`config.mk`:
```
export PLATFORM = sky130hd
export DESIGN_NAME = axis_window_acc
export DESIGN_NICKNAME = d
export VERILOG_FILES = /design/src/rtl/axis_window_acc.sv
export SDC_FILE = /design/constraint.sdc
export NUM_CORES = 1
export LEC_CHECK = 0
export CORE_ASPECT_RATIO = 2
export CORE_MARGIN = 2
export CORE_UTILIZATION = 50
export CTS_CLUSTER_DIAMETER = 30
export DETAILED_ROUTE_END_ITERATION = 7
export PLACE_DENSITY = 0.77
export REMOVE_ABC_BUFFERS = 1
export SLEW_MARGIN = 10
export SYNTH_ARGS = -nofsm -noshare
export SYNTH_HDL_FRONTEND = slang
export SYNTH_SLANG_ARGS = --single-unit
```
`constraint.sdc`:
```
create_clock -name aclk -period 4.61 [get_ports aclk]
set_input_delay 0.461 -clock aclk [delete_from_list [all_inputs] [get_ports aclk]]
set_output_delay 0.461 -clock aclk [all_outputs]
set_load 0.1 [all_outputs]
```
`src/rtl/axis_window_acc.sv`:
```
// AXI4-Stream window accumulator: merges cfg_length accepted beats into one output beat,
// combining the low MASK_WIDTH bits by OR/AND/XOR and keeping the first beat's upper bits.
module axis_window_acc #(
  parameter int unsigned DATA_WIDTH = 128,
  parameter int unsigned MASK_WIDTH = 66,
  parameter int unsigned CNTR_WIDTH = 8
) (
  input  logic                  aclk,
  input  logic                  areset,
  input  logic [CNTR_WIDTH-1:0] cfg_length,
  input  logic [1:0]            cfg_mode,
  input  logic [DATA_WIDTH-1:0] s_axis_tdata,
  input  logic                  s_axis_tvalid,
  output logic                  s_axis_tready,
  output logic [DATA_WIDTH-1:0] m_axis_tdata,
  output logic                  m_axis_tvalid,
  input  logic                  m_axis_tready,
  output logic [31:0]           win_count
);

  // Shifting by DATA_WIDTH yields zero, so a full-width mask needs no special case.
  localparam logic [DATA_WIDTH-1:0] LowMask = ~({DATA_WIDTH{1'b1}} << MASK_WIDTH);

  typedef enum logic [0:0] {StIdle, StAcc} state_e;

  state_e                  state_q, state_d;
  logic [CNTR_WIDTH-1:0]   cnt_q, cnt_d;
  logic [CNTR_WIDTH-1:0]   len_q, len_d;
  logic [1:0]              mode_q, mode_d;
  logic [DATA_WIDTH-1:0]   acc_q, acc_d;
  logic [DATA_WIDTH-1:0]   m_tdata_q, m_tdata_d;
  logic                    m_tvalid_q, m_tvalid_d;
  logic [31:0]             win_count_q, win_count_d;

  logic [CNTR_WIDTH-1:0]   cnt_inc;
  logic                    closing;
  logic                    s_ready;
  logic                    accept;
  logic                    close;
  logic [DATA_WIDTH-1:0]   op_res;
  logic [DATA_WIDTH-1:0]   merged;
  logic [DATA_WIDTH-1:0]   close_data;

  always_comb begin
    cnt_inc = cnt_q + 1'b1;
    // In idle the window length comes straight from cfg, since it is latched on this beat.
    closing = (state_q == StIdle) ? (cfg_length <= CNTR_WIDTH'(1)) : (cnt_inc == len_q);
    s_ready = ~areset & (~closing | ~m_tvalid_q | m_axis_tready);
    accept  = s_axis_tvalid & s_ready;

    case (mode_q)
      2'd1:    op_res = acc_q & s_axis_tdata;
      2'd2:    op_res = acc_q ^ s_axis_tdata;
      default: op_res = acc_q | s_axis_tdata;
    endcase
    merged = (acc_q & ~LowMask) | (op_res & LowMask);

    state_d     = state_q;
    cnt_d       = cnt_q;
    len_d       = len_q;
    mode_d      = mode_q;
    acc_d       = acc_q;
    m_tdata_d   = m_tdata_q;
    m_tvalid_d  = m_tvalid_q;
    win_count_d = win_count_q;
    close       = 1'b0;
    close_data  = merged;

    if (accept) begin
      if (state_q == StIdle) begin
        len_d  = cfg_length;
        mode_d = cfg_mode;
        acc_d  = s_axis_tdata;
        if (closing) begin
          close      = 1'b1;
          close_data = s_axis_tdata;
          cnt_d      = '0;
        end else begin
          cnt_d   = CNTR_WIDTH'(1);
          state_d = StAcc;
        end
      end else begin
        acc_d = merged;
        if (closing) begin
          close   = 1'b1;
          cnt_d   = '0;
          state_d = StIdle;
        end else begin
          cnt_d = cnt_inc;
        end
      end
    end

    if (m_tvalid_q & m_axis_tready) m_tvalid_d = 1'b0;
    // A closing window reloads the output register even while the old result is being taken.
    if (close) begin
      m_tdata_d   = close_data;
      m_tvalid_d  = 1'b1;
      win_count_d = win_count_q + 32'd1;
    end
  end

  always_ff @(posedge aclk) begin
    if (areset) begin
      state_q     <= StIdle;
      cnt_q       <= '0;
      len_q       <= '0;
      mode_q      <= '0;
      acc_q       <= '0;
      m_tdata_q   <= '0;
      m_tvalid_q  <= 1'b0;
      win_count_q <= '0;
    end else begin
      state_q     <= state_d;
      cnt_q       <= cnt_d;
      len_q       <= len_d;
      mode_q      <= mode_d;
      acc_q       <= acc_d;
      m_tdata_q   <= m_tdata_d;
      m_tvalid_q  <= m_tvalid_d;
      win_count_q <= win_count_d;
    end
  end

  assign s_axis_tready = s_ready;
  assign m_axis_tdata  = m_tdata_q;
  assign m_axis_tvalid = m_tvalid_q;
  assign win_count     = win_count_q;

endmodule

```
==> Implementation_results.wiki, run 1 <==
{| class="wikitable"
! Metric !! Value
|-
| Register area share after synthesis || between 30% and 40%
|-
| Wire length of the first global-routing pass || between 70000 and 80000 um
|-
| Iter 0 DRT Violations || 710
|-
| Core ar. || 32230 um2
|-
| Dominant cell type by area after synthesis || sky130_fd_sc_hd__dfxtp_1
|-
| Area share of the largest cell type after synthesis || approximately 38%
|-
| Remaining global-route overflow || 0
|-
| Maximum fanout along the worst path || 10
|-
| Vias in the first global route || 14535
|-
| Static power due to leakage || ~7.7 nW
|-
| Crit path arrival time || 3.12 ns
|-
| Number of remaining DRC errors || 0
|-
| Launch point of the worst reg-to-reg path || cnt_q[2]$_SDFFE_PP0N_
|-
| Input/output buffers || around 300
|-
| Most common flop cell mapped by yosys || sky130_fd_sc_hd__dfxtp_1
|-
| Power, Total || 7.445 mW
|-
| Asr flop ratio synth || 0%
|-
| Post-synthesis adder-cell area fraction || between 10% and 20%
|-
| Sequential share of power || a little under two fifths
|-
| Register-to-register setup slack || ~1.4 ns
|-
| Final net count || approximately 2400
|-
| Fraction of met3 tracks used by global routing || under 10%
|-
| Starting density of the core || around 50%
|-
| Clock edge transition at the registers on the reported setup and hold paths || approximately 0.060 ns
|-
| Setup TNS Final || 0 ns
|-
| Worst slew margin || between 20% and 30%
|-
| Final clock skew || between 0.015 and 0.02 ns
|-
| Startpoint Class || flip-flop
|-
| Synthesized netlist cell count || between 1500 and 2000
|-
| Switching share of total power || 26.21%
|-
| Fill cell count || between 2000 and 3000
|-
| Synth Area per Inst || 8.711 um2
|-
| Busiest grt layer || met2
|-
| Clock Sink Count || 308
|-
| Number of nets with antenna violations after routing || 0
|-
| Number of antenna violations at the first check in global routing || 8
|-
| Fraction of layout instances using a drive strength above 1 || under 10%
|-
| Hold violation count in the final report || 0
|-
| Clock tree from TritonCTS || done
|-
| Number of gates given a new drive strength after cts || 0
|-
| Capture instance of the worst register-to-register path || m_axis_tdata[102]$_SDFFE_PP0P_
|-
| Met1 track demand over resource || between 20% and 30%
|-
| Sort of element at the end of the critical path || output pin
|-
| Area Overhead vs Synth || 29.31%
|-
| Mux share of post-synthesis cell area || 11.91%
|-
| Internal power summed over all cells || 5.494 mW
|-
| Seq. cell area || 6170 um2
|-
| Final setup violation count || 0
|-
| Number of max-slew violations in the final report || 0
|-
| H-tree level count || 2
|-
| Area fraction in and, or, nand and nor cells after synthesis || around 12%
|-
| Fraction of met2 tracks used by global routing || a little under half
|-
| Detailed Routing Iterations Pass 1 || 5
|-
| Clock insertion delay at the later pin of the skew report || approximately 0.54 ns
|-
| Relative contribution of the clock network to total power || roughly 50%
|-
| Fin crit share || roughly 78%
|-
| Area taken by multi-input logic gates || slightly above 9000 um2
|-
| Post-Synth XOR/XNOR Area || 1.710%
|-
| Required @ worst endpoint || just over 4 ns
|-
| Placed wire-length estimate after detailed placement || 29600 um
|-
| Die W || about 130 um
|-
| Hold path endpoint || m_axis_tdata[31]$_SDFFE_PP0P_
|-
| Total via count after detailed routing || 14599
|-
| I/O pin count || 304
|-
| Unique cell type count in the Yosys netlist || 53
|-
| Hold Path Depth || 2
|-
| Final critical-path required period || around 3.6 ns
|-
| Dominant combinational cell family by area after synthesis || compound AO/OA/AOI/OAI gates
|-
| Final core utilization || 65.77%
|-
| Maximum clock frequency || about 280 MHz
|-
| CP Class || reg -> out
|-
| Hold Buf Count CTS || 0
|-
| DR vias/cell || about 5.7
|-
| Number of enable flip-flop cells after synthesis || 0
|-
| GP Congestion || between 0.8 and 0.9
|-
| Compound-gate portion of the synthesized area || between 15 and 20%
|-
| Pwr Density || around 350 nW/um2
|-
| CTS Buf Count || 47
|-
| Ranking of synthesized cells by area || sky130_fd_sc_hd__dfxtp_1 38%, sky130_fd_sc_hd__mux2i_1 12%, sky130_fd_sc_hd__ha_1 10%
|-
| Routed wirelength normalized by instance count || 17.60 um
|-
| Clock root buffer master || sky130_fd_sc_hd__clkbuf_16
|-
| Bufs on Longest Clock Path || 3
|-
| Vertical die dimension || roughly 260 um
|-
| Worst-case vdd ir drop || 0.0003082 V
|-
| Row count || 93
|-
| Critical hold path startpoint || areset
|-
| Kind of path behind the tightest hold check || in -> reg
|-
| Maximum number of pins on one net before global-route repair || 140
|-
| Run status || complete, no violations
|-
| Worst hold-check slack || about 0.24 ns
|-
| Slew at the pin closest to its max-slew limit || ~1.2 ns
|-
| Fraction of power consumed by combinational cells || around an eighth
|-
| Overall routed net length || around 45000 um
|-
| Count of warnings emitted by yosys || 0
|-
| Die ar. || 34340 um2
|-
| Post-synth design cell area || between 15000 and 20000 um2
|-
| Max Cap Violations || 0
|-
| Sw power || around 2.0 mW
|-
| Worst setup path startpoint || cnt_q[2]$_SDFFE_PP0N_
|-
| Global-route total usage across every layer || 25.39%
|-
| Unrepaired setup endpoints after global routing || false
|-
| Depth of the worst register-to-register path || 8
|-
| Count of state elements after synthesis || 308
|-
| # Post-CTS Setup Buffers || 0
|}
-- per-layer routing --
layer / vias to the layer above / wire length [um]
li1: 7076 / -
met1: 6930 / 16670
met2: 438 / 23350
met3: 153 / 2198
met4: 2 / 2952
met5: - / 13
-- worst max-delay path by stage --
| stage | endpoint | slack [ns] |
|---|---|---|
| 5_1_grt | s_axis_tready | 0.83 |
| 6_report | s_axis_tready | 1.03 |
| 4_1_cts | s_axis_tready | 1.01 |
| 3_3_place_gp | m_axis_tdata[55]$_SDFFE_PP0P_ | 1.0 |
| 2_1_floorplan | cnt_q[5]$_SDFFE_PP0N_ | -11.14 |
| 3_5_place_dp | m_axis_tdata[17]$_SDFFE_PP0P_ | 0.87 |
-- flip-flops by register name (all words and copies together) (netlist names) --
name and count:
m_axis_tdata 128, len_q 8, acc_q 128, m_axis_tvalid 1
mode_q 2, cnt_q 8, win_count 32, state_q 1
-- layout by cell type, fill, tap and decap left out, types with 5 or more instances in the layout --
master	count
sky130_fd_sc_hd__nor2_1	234
sky130_fd_sc_hd__mux2i_1	195
sky130_fd_sc_hd__xnor2_1	6
sky130_fd_sc_hd__inv_1	137
sky130_fd_sc_hd__clkinv_2	6
sky130_fd_sc_hd__bufinv_16	6
sky130_fd_sc_hd__and3_1	12
sky130_fd_sc_hd__clkbuf_16	49
sky130_fd_sc_hd__xor2_1	26
sky130_fd_sc_hd__clkdlybuf4s50_1	301
sky130_fd_sc_hd__dfxtp_1	307
sky130_fd_sc_hd__a21oi_1	148
sky130_fd_sc_hd__nand2_1	157
sky130_fd_sc_hd__diode_2	7
sky130_fd_sc_hd__nand3_1	6
sky130_fd_sc_hd__a211oi_1	196
sky130_fd_sc_hd__clkbuf_8	5
sky130_fd_sc_hd__or3_1	5
sky130_fd_sc_hd__a221oi_1	66
sky130_fd_sc_hd__inv_6	5
sky130_fd_sc_hd__nor3_1	6
sky130_fd_sc_hd__o21ai_0	9
sky130_fd_sc_hd__clkbuf_1	5
sky130_fd_sc_hd__o211ai_1	12
sky130_fd_sc_hd__ha_1	134
sky130_fd_sc_hd__buf_4	16
sky130_fd_sc_hd__o2111ai_1	12
sky130_fd_sc_hd__and2_1	7
-- through the flow --
step	setup slack (ns)	instances	area, um2
floorplan	-11.14	1726	15710
global placement	0.9978	2475	19540
detailed placement	0.8743	2475	19540
CTS	1.006	2560	21180
global route	0.8294	2567	21200
finish	1.030	2567	21200
-- worst max-delay path, cell delays in order (launching register included) --
cell and delay, ns:
sky130_fd_sc_hd__dfxtp_1 0.47, sky130_fd_sc_hd__and4_4 0.31, sky130_fd_sc_hd__nand2_1 0.09, sky130_fd_sc_hd__or4b_4 0.53
sky130_fd_sc_hd__a211oi_2 0.52, sky130_fd_sc_hd__a21oi_1 0.15, sky130_fd_sc_hd__nor2_1 0.14, sky130_fd_sc_hd__nor2_1 0.06
sky130_fd_sc_hd__buf_4 0.28
-- synth_stat cells, types with 5 or more instances --
| master | n |
|---|---|
| sky130_fd_sc_hd__buf_4 | 11 |
| sky130_fd_sc_hd__clkbuf_1 | 100 |
| sky130_fd_sc_hd__xor2_1 | 26 |
| sky130_fd_sc_hd__nor3_1 | 6 |
| sky130_fd_sc_hd__buf_1 | 10 |
| sky130_fd_sc_hd__a221oi_1 | 66 |
| sky130_fd_sc_hd__o2111ai_1 | 12 |
| sky130_fd_sc_hd__nor2_1 | 235 |
| sky130_fd_sc_hd__xnor2_1 | 6 |
| sky130_fd_sc_hd__buf_2 | 33 |
| sky130_fd_sc_hd__inv_1 | 137 |
| sky130_fd_sc_hd__o21ai_0 | 9 |
| sky130_fd_sc_hd__mux2i_1 | 195 |
| sky130_fd_sc_hd__a21oi_1 | 148 |
| sky130_fd_sc_hd__and2_1 | 7 |
| sky130_fd_sc_hd__o211ai_1 | 12 |
| sky130_fd_sc_hd__a211oi_1 | 196 |
| sky130_fd_sc_hd__nand3_1 | 6 |
| sky130_fd_sc_hd__nand2_1 | 157 |
| sky130_fd_sc_hd__or3_1 | 5 |
| sky130_fd_sc_hd__ha_1 | 136 |
| sky130_fd_sc_hd__dfxtp_1 | 308 |
| sky130_fd_sc_hd__and3_1 | 12 |
-- kinds of logic after synthesis --
family	Yosys count
AOI/OAI and AO/OA	463
and+or+nand+nor	455
DFF	308
buffers and inverters	293
muxes	195
adders and majority gates	136
xor gates and xnor gates	32
-- power groups by stage --
stage | registers [mW] | logic [mW] | clock network, mW
floorplan | 2.95 | 0.494 | 0
global placement | 2.86 | 0.884 | 0
detailed placement | 2.87 | 0.926 | 0
CTS | 2.81 | 0.937 | 3.74
global route | 2.82 | 1.03 | 3.86
finish | 2.82 | 0.934 | 3.70
-- area by class of cell --
type                    instances  area share [%]
well taps                     427           2.520
clock buffers                  59           6.197
repair buffers                322           15.23
diodes                          7         0.08263
clock inverters                26           1.558
inverters                     137           2.426
flip-flops and latches        308           29.10
multi-input cells            1281           42.89
Note: power is estimated with default switching activity, not from simulation.
==> run 2, diff against run 1 <==
==> constraint.sdc (replaced) <==
create_clock -name aclk -period 3.3 [get_ports aclk]
set_input_delay 0.33 -clock aclk [delete_from_list [all_inputs] [get_ports aclk]]
set_output_delay 0.33 -clock aclk [all_outputs]
set_load 0.1 [all_outputs]
==> run 2 against run 1 <==
Net effect: via count rose by 0.71%; first-iteration DRC count rose by 1.5%; final cell count grew 0.90%; combinational power rose by 46%; total power increased by 36%; global-route usage rose by 0.96 points; sequential power increased by 39%.
==> Implementation_results.wiki, run 2 (synthesis results as in run 1) <==
{| class="wikitable"
! Metric !! Value
|-
| Final net count || roughly 2400
|-
| Most prevalent standard cell on the critical path || sky130_fd_sc_hd__nor2_1
|-
| Launch point of the worst reg-to-reg path || len_q[5]$_SDFFE_PP0P_
|-
| Clock edge transition at the registers on the reported setup and hold paths || 0.06 ns
|-
| Final clock skew || between 0.02 and 0.025 ns
|-
| H-tree level count || 2
|-
| Cell family with most CP delay || compound AO/OA/AOI/OAI gates
|-
| Crit path arrival time || about 2.8 ns
|-
| Final setup violation count || 0
|-
| CP Cell Sequence || and3b_1 -> and4_1 -> a2111oi_4 -> a211oi_4 -> a21oi_1 -> nor2_1 -> nor2_1 -> buf_12
|-
| Slew at the pin closest to its max-slew limit || approximately 1.1 ns
|-
| Input/output buffers || between 300 and 400
|-
| Vias in the first global route || ~15000
|-
| Number of nets with antenna violations after routing || 0
|-
| Remaining global-route overflow || 0
|-
| Most frequent cells in the layout || 304 x sky130_fd_sc_hd__dfxtp_1, 300 x sky130_fd_sc_hd__clkdlybuf4s50_1, 234 x sky130_fd_sc_hd__nor2_1, 196 x sky130_fd_sc_hd__a211oi_1, 195 x sky130_fd_sc_hd__mux2i_1
|-
| Starting density of the core || 50.86%
|-
| Number of max-slew violations in the final report || 0
|-
| Row count || 93
|-
| Maximum fanout along the worst path || 6
|-
| Clock insertion delay at the later pin of the skew report || 0.55 ns
|-
| Core ar. || between 30000 and 40000 um2
|-
| CTS Buf Count || 46
|-
| Max Cap Violations || 0
|-
| Die W || ~130 um
|-
| Fraction of layout instances using a drive strength above 1 || between 6 and 7%
|-
| Vertical die dimension || around 260 um
|-
| Hold violation count in the final report || 0
|-
| Wire length of the first global-routing pass || between 70000 and 80000 um
|-
| Hold Buf Count CTS || 0
|-
| Worst setup path startpoint || len_q[5]$_SDFFE_PP0P_
|-
| Clock root buffer master || sky130_fd_sc_hd__clkbuf_16
|-
| Global-route total usage across every layer || a little over a quarter
|-
| Number of remaining DRC errors || 0
|-
| Static power due to leakage || approximately 7.8 nW
|-
| Die ar. || approximately 34000 um2
|-
| # Post-CTS Setup Buffers || 0
|-
| Worst-case vdd ir drop || between 0.0004 and 0.0005 V
|-
| Clock Sink Count || a little over 300
|-
| Most common library cell in the layout ignoring fill and taps || sky130_fd_sc_hd__dfxtp_1
|-
| Worst slew margin || around 28%
|-
| Overall routed net length || between 40000 and 50000 um
|-
| Maximum number of pins on one net before global-route repair || 104
|-
| Unrepaired setup endpoints after global routing || false
|-
| CP Buf/Inv Count || 1
|-
| DR vias/cell || between 5 and 6
|-
| Critical hold path startpoint || areset
|-
| Power, Total || roughly 10 mW
|-
| Total via count after detailed routing || about 15000
|-
| Iter 0 DRT Violations || between 700 and 800
|-
| Startpoint Class || flip-flop
|-
| Area Overhead vs Synth || 31.11%
|-
| Worst path slowest cell || sky130_fd_sc_hd__a2111oi_4
|-
| Required @ worst endpoint || between 2 and 3 ns
|-
| CP Class || reg -> out
|-
| Maximum clock frequency || 318.0 MHz
|-
| I/O pin count || between 300 and 400
|-
| Kind of path behind the tightest hold check || in -> reg
|-
| Capture instance of the worst register-to-register path || acc_q[29]$_SDFFE_PP0N_
|-
| Register-to-register setup slack || 0.23 ns
|-
| Hold Path Depth || 2
|-
| Number of antenna violations at the first check in global routing || 11
|-
| Largest stage delay on the critical path || between 0.5 and 0.6 ns
|-
| Pwr Density || 470.9 nW/um2
|-
| Hold path endpoint || win_count[23]$_SDFFE_PP0P_
|-
| Final critical-path required period || roughly 3.1 ns
|-
| Depth of the worst register-to-register path || 8
|-
| Routed wirelength normalized by instance count || around 18 um
|-
| Fin crit share || 95.28%
|-
| Clock tree from TritonCTS || done
|-
| Placed wire-length estimate after detailed placement || 31600 um
|-
| Run status || complete, no violations
|-
| Bufs on Longest Clock Path || 3
|-
| GP Congestion || 0.8474
|-
| Detailed Routing Iterations Pass 1 || 5
|-
| Sort of element at the end of the critical path || output pin
|-
| Setup TNS Final || 0 ns
|}
## run 2: cell types whose count changed in the layout (fill, tap and decap cells not counted), moves of 3 or more
| cell | before | now |
|---|---|---|
| sky130_fd_sc_hd__dfxtp_2 | 0 | 3 |
| sky130_fd_sc_hd__dfxtp_1 | 307 | 304 |
| sky130_fd_sc_hd__buf_12 | 4 | 19 |
| sky130_fd_sc_hd__diode_2 | 7 | 10 |
| sky130_fd_sc_hd__bufinv_16 | 6 | 2 |
| sky130_fd_sc_hd__inv_8 | 1 | 5 |
| sky130_fd_sc_hd__buf_4 | 16 | 23 |
| sky130_fd_sc_hd__inv_6 | 5 | 1 |
## run 2: worst max path at each step
| stage | end | slack (ns) | depth (start not counted) |
|---|---|---|---|
| finish | s_axis_tready | 0.16 | 8 |
| CTS | s_axis_tready | 0.006 | 8 |
| global route | s_axis_tready | 0.03 | 8 |
| detailed placement | acc_q[0]$_SDFFE_PP0N_ | 0.11 | 8 |
| floorplan | cnt_q[5]$_SDFFE_PP0N_ | -12.45 | 5 |
| global placement | acc_q[12]$_SDFFE_PP0N_ | 0.25 | 8 |
## run 2: through the flow
stage,area [um2],cells,utilization (%),hold WS (ns),setup slack [ns]
3_3_place_gp,19880,2496,61.68,0.4405,0.2544
3_5_place_dp,19880,2496,61.68,0.4460,0.1128
2_1_floorplan,15710,1726,-,0.3991,-12.45
5_1_grt,21490,2590,66.69,0.1745,0.02591
4_1_cts,21450,2580,66.53,0.1535,0.005917
6_report,21490,2590,66.69,0.1839,0.1558
## run 2: metal layers
| layer | vias to the layer above | GRT usage [%] | wire (um) |
|---|---|---|---|
| met4 | 2 | 19.23 | 3345 |
| met5 | - | 0 | 11 |
| li1 | 7110 | - | - |
| met2 | 432 | 48.39 | 24220 |
| met3 | 168 | 4.230 | 2104 |
| met1 | 6990 | 26.73 | 16650 |
## run 2: cell type report
cell class,count,area [um2]
fill,2601,10740
multi-input combinational,1281,9133
sequential,308,6173
timing repair buffer,343,3571
clock buffer,59,1294
tap,427,534.3
inverter,137,514.2
clock inverter,25,250.2
antenna,10,25.02
## run 2: repair_timing
item                                    4_1_cts  5_1_grt
hold endpoints to repair                      0        0
gates resized for setup                       2        7
endpoints found under the setup margin        1        7
pin swaps                                     1        1
cloned                                        0        0
## run 2: power breakdown
part	internal, mW	switching [mW]
logic	0.552	0.810
registers	3.84	0.0805
clock network	2.97	1.87
==> run 3, diff against run 2 <==
--- a/config.mk
+++ b/config.mk
@@ -5,12 +5,13 @@
 export SDC_FILE = /design/constraint.sdc
 export NUM_CORES = 1
 export LEC_CHECK = 0
+export ABC_AREA = 1
 export CORE_ASPECT_RATIO = 2
 export CORE_MARGIN = 2
 export CORE_UTILIZATION = 50
 export CTS_CLUSTER_DIAMETER = 30
 export DETAILED_ROUTE_END_ITERATION = 7
-export PLACE_DENSITY = 0.77
+export PLACE_DENSITY = 0.76
 export REMOVE_ABC_BUFFERS = 1
 export SLEW_MARGIN = 10
 export SYNTH_ARGS = -nofsm -noshare
==> constraint.sdc (replaced) <==
create_clock -name aclk -period 4.05 [get_ports aclk]
set_input_delay 0.405 -clock aclk [delete_from_list [all_inputs] [get_ports aclk]]
set_output_delay 0.405 -clock aclk [all_outputs]
set_load 0.1 [all_outputs]
==> run 3 against run 2 <==
Net effect: total power down 9.9%; core utilization down 3.4 points; synthesized area up 13%; wire length up 18%; final cell count up 38%; clock-buffer cell count down 10; largest cell class unchanged; first-iteration DRC count up 46%.
==> Implementation_results.wiki, run 3 <==
{| class="wikitable"
! Metric !! Value
|-
| Core ar. || 36420 um2
|-
| Count of warnings emitted by yosys || 0
|-
| Number of gates given a new drive strength after cts || 0
|-
| Clock tree from TritonCTS || done
|-
| Wire length of the first global-routing pass || just under 90000 um
|-
| Non-Filler Cell Area, Final || ~23000 um2
|-
| Vias in the first global route || approximately 19000
|-
| H-tree level count || 2
|-
| Clock Sink Count || 308
|-
| Pwr Density || ~400 nW/um2
|-
| Launch point of the worst reg-to-reg path || cnt_q[0]$_SDFFE_PP0N_
|-
| Critical hold path startpoint || s_axis_tvalid
|-
| Area share of the largest cell type after synthesis || roughly a third
|-
| Clock root buffer master || sky130_fd_sc_hd__clkbuf_16
|-
| Final setup violation count || 0
|-
| Synthesized netlist cell count || 2892
|-
| Input/output buffers || 303
|-
| Slew at the pin closest to its max-slew limit || 1.112 ns
|-
| Final critical-path required period || 3.595 ns
|-
| Dominant combinational cell family by area after synthesis || simple AND/OR/NAND/NOR gates
|-
| Unique cell type count in the Yosys netlist || 27
|-
| Die W || 139.8 um
|-
| Unrepaired setup endpoints after global routing || false
|-
| Hold Buf Count CTS || 0
|-
| CP Class || reg -> out
|-
| Compound-gate portion of the synthesized area || between 10% and 20%
|-
| Number of enable flip-flop cells after synthesis || 0
|-
| Maximum clock frequency || 278.1 MHz
|-
| I/O pin count || around 300
|-
| Bufs on Longest Clock Path || 3
|-
| CP Cell Sequence || ha_1 -> nand3_1 -> o21ai_1 -> nand2_1 -> nand2_1 -> nand2_1 -> nor2_1 -> nand3_2 -> nand2_4 -> nand3_2 -> nand2_1 -> inv_2 -> buf_12
|-
| Area fraction in and, or, nand and nor cells after synthesis || approximately 28%
|-
| Max Cap Violations || 0
|-
| Required @ worst endpoint || around 3.6 ns
|-
| Final core utilization || between 60 and 70%
|-
| Most prevalent standard cell on the critical path || sky130_fd_sc_hd__nand2_1
|-
| Clock insertion delay at the later pin of the skew report || 0.56 ns
|-
| Synth cell count leaders || 736 x sky130_fd_sc_hd__nand2_1, 436 x sky130_fd_sc_hd__nor2_1, 429 x sky130_fd_sc_hd__inv_1, 308 x sky130_fd_sc_hd__dfxtp_1, 236 x sky130_fd_sc_hd__a21oi_1
|-
| Fraction of layout instances using a drive strength above 1 || between 3 and 4%
|-
| Top-count cell post-synth || sky130_fd_sc_hd__nand2_1
|-
| Worst path slowest cell || sky130_fd_sc_hd__dfxtp_1
|-
| Dominant cell type by area after synthesis || sky130_fd_sc_hd__dfxtp_1
|-
| CP Buf/Inv Count || 2
|-
| Vertical die dimension || roughly 280 um
|-
| Fin crit share || 88.77%
|-
| Crit path arrival time || between 3 and 4 ns
|-
| CTS Buf Count || 47
|-
| Cell area after placement || ~21000 um2
|-
| Asr flop ratio synth || 0%
|-
| Total via count after detailed routing || about 19000
|-
| Final clock skew || about 0.021 ns
|-
| GP Congestion || around 0.86
|-
| Iter 0 DRT Violations || about 1100
|-
| Area Overhead vs Synth || 24.95%
|-
| Clock edge transition at the registers on the reported setup and hold paths || about 0.060 ns
|-
| Number of remaining DRC errors || 0
|-
| Remaining global-route overflow || 0
|-
| Startpoint Class || flip-flop
|-
| Hold violation count in the final report || 0
|-
| Post-synth design cell area || ~18000 um2
|-
| Synth Area per Inst || between 6 and 7 um2
|-
| Most common flop cell mapped by yosys || sky130_fd_sc_hd__dfxtp_1
|-
| Global-route total usage across every layer || between 20% and 30%
|-
| Largest stage delay on the critical path || 0.50 ns
|-
| Register area share after synthesis || 33.42%
|-
| Post-synthesis adder-cell area fraction || 9.222%
|-
| Count of state elements after synthesis || 308
|-
| Maximum number of pins on one net before global-route repair || around 210
|-
| Power, Total || around 9.1 mW
|-
| # Post-CTS Setup Buffers || 0
|-
| Overall routed net length || approximately 55000 um
|-
| DR vias/cell || around 5.2
|-
| Worst-case vdd ir drop || 0.0004113 V
|-
| Worst setup path startpoint || cnt_q[0]$_SDFFE_PP0N_
|-
| Most common library cell in the layout ignoring fill and taps || sky130_fd_sc_hd__nand2_1
|-
| Sort of element at the end of the critical path || output pin
|-
| Static power due to leakage || approximately 11 nW
|-
| Row count || 99
|-
| Final net count || about 3400
|-
| Detailed Routing Iterations Pass 1 || 5
|-
| Post-Synth XOR/XNOR Area || under 10%
|-
| Number of max-slew violations in the final report || 0
|-
| Die ar. || ~39000 um2
|-
| Ranking of synthesized cells by area || sky130_fd_sc_hd__dfxtp_1 33%, sky130_fd_sc_hd__nand2_1 15%, sky130_fd_sc_hd__ha_1 9.2%
|-
| Run status || complete, no violations
|-
| Number of antenna violations at the first check in global routing || 8
|-
| Number of nets with antenna violations after routing || 0
|-
| Maximum fanout along the worst path || 26
|-
| Worst slew margin || between 20 and 30%
|-
| Kind of path behind the tightest hold check || in -> reg
|-
| Mux share of post-synthesis cell area || 0%
|-
| Most frequent cells in the layout || 735 x sky130_fd_sc_hd__nand2_1, 436 x sky130_fd_sc_hd__nor2_1, 429 x sky130_fd_sc_hd__inv_1, 307 x sky130_fd_sc_hd__dfxtp_1, 300 x sky130_fd_sc_hd__clkdlybuf4s50_1
|-
| Starting density of the core || approximately half
|-
| Cell family with most CP delay || simple AND/OR/NAND/NOR gates
|-
| Placed wire-length estimate after detailed placement || 36380 um
|-
| Routed wirelength normalized by instance count || ~15 um
|}
==> run 3: worst paths after layout <==
| kind | to | slack (ns) | cells past startpoint |
|---|---|---|---|
| hold reg to reg | acc_q[18]$_SDFFE_PP0N_ | 0.48 | 2 |
| hold / removal | acc_q[33]$_SDFFE_PP0N_ | 0.24 | 3 |
| setup reg to reg | acc_q[26]$_SDFFE_PP0N_ | 0.85 | 16 |
| setup / recovery | s_axis_tready | 0.45 | 13 |
==> run 3: worst min-delay path: stages <==
cell and delay, ns:
sky130_fd_sc_hd__buf_2 0.17, sky130_fd_sc_hd__nand3_1 0.10, sky130_fd_sc_hd__a21oi_1 0.06
==> run 3: kinds of logic after synthesis <==
family,after synthesis
AND/OR/NAND/NOR,1297
adder cells (fa/ha/maj),136
flip-flops,308
XOR/XNOR,29
buffers and inverters,611
AO/OA/AOI/OAI,511
==> run 3: metal layers <==
metal / up-vias / routed length (um) / track usage [%]
met5: - / 0 / 0
met4: 0 / 3198 / 17.55
met3: 155 / 2723 / 3.452
met2: 569 / 28840 / 51.91
met1: 8576 / 19830 / 27.60
li1: 9329 / - / -
==> run 3: metrics by stage <==
stage / hold WS, ns / std cells / setup TNS (ns) / setup slack [ns]
final: 0.2425 / 3583 / 0 / 0.4548
after global routing: 0.2438 / 3583 / 0 / 0.2412
after CTS: 0.2233 / 3575 / 0 / 0.4258
after detailed placement: 0.4760 / 3490 / 0 / 0.8616
after global placement: 0.4687 / 3490 / 0 / 0.9034
after floorplan: 0.4557 / 2712 / -993.98 / -5.478
==> run 3: final cells by class <==
cell class                 instances  area, um2
inverter                         431       1623
fill                            3320      13360
antenna                            8      20.02
timing repair buffer             324       3268
multi-input combinational       1973       9813
sequential                       308       6170
clock inverter                    36      410.4
tap                              454      568.0
clock buffer                      49       1184
==> run 3: where the power goes <==
group / switching (mW) / internal [mW]
logic: 1.13 / 0.573
registers: 0.0902 / 3.17
clock network: 1.62 / 2.55
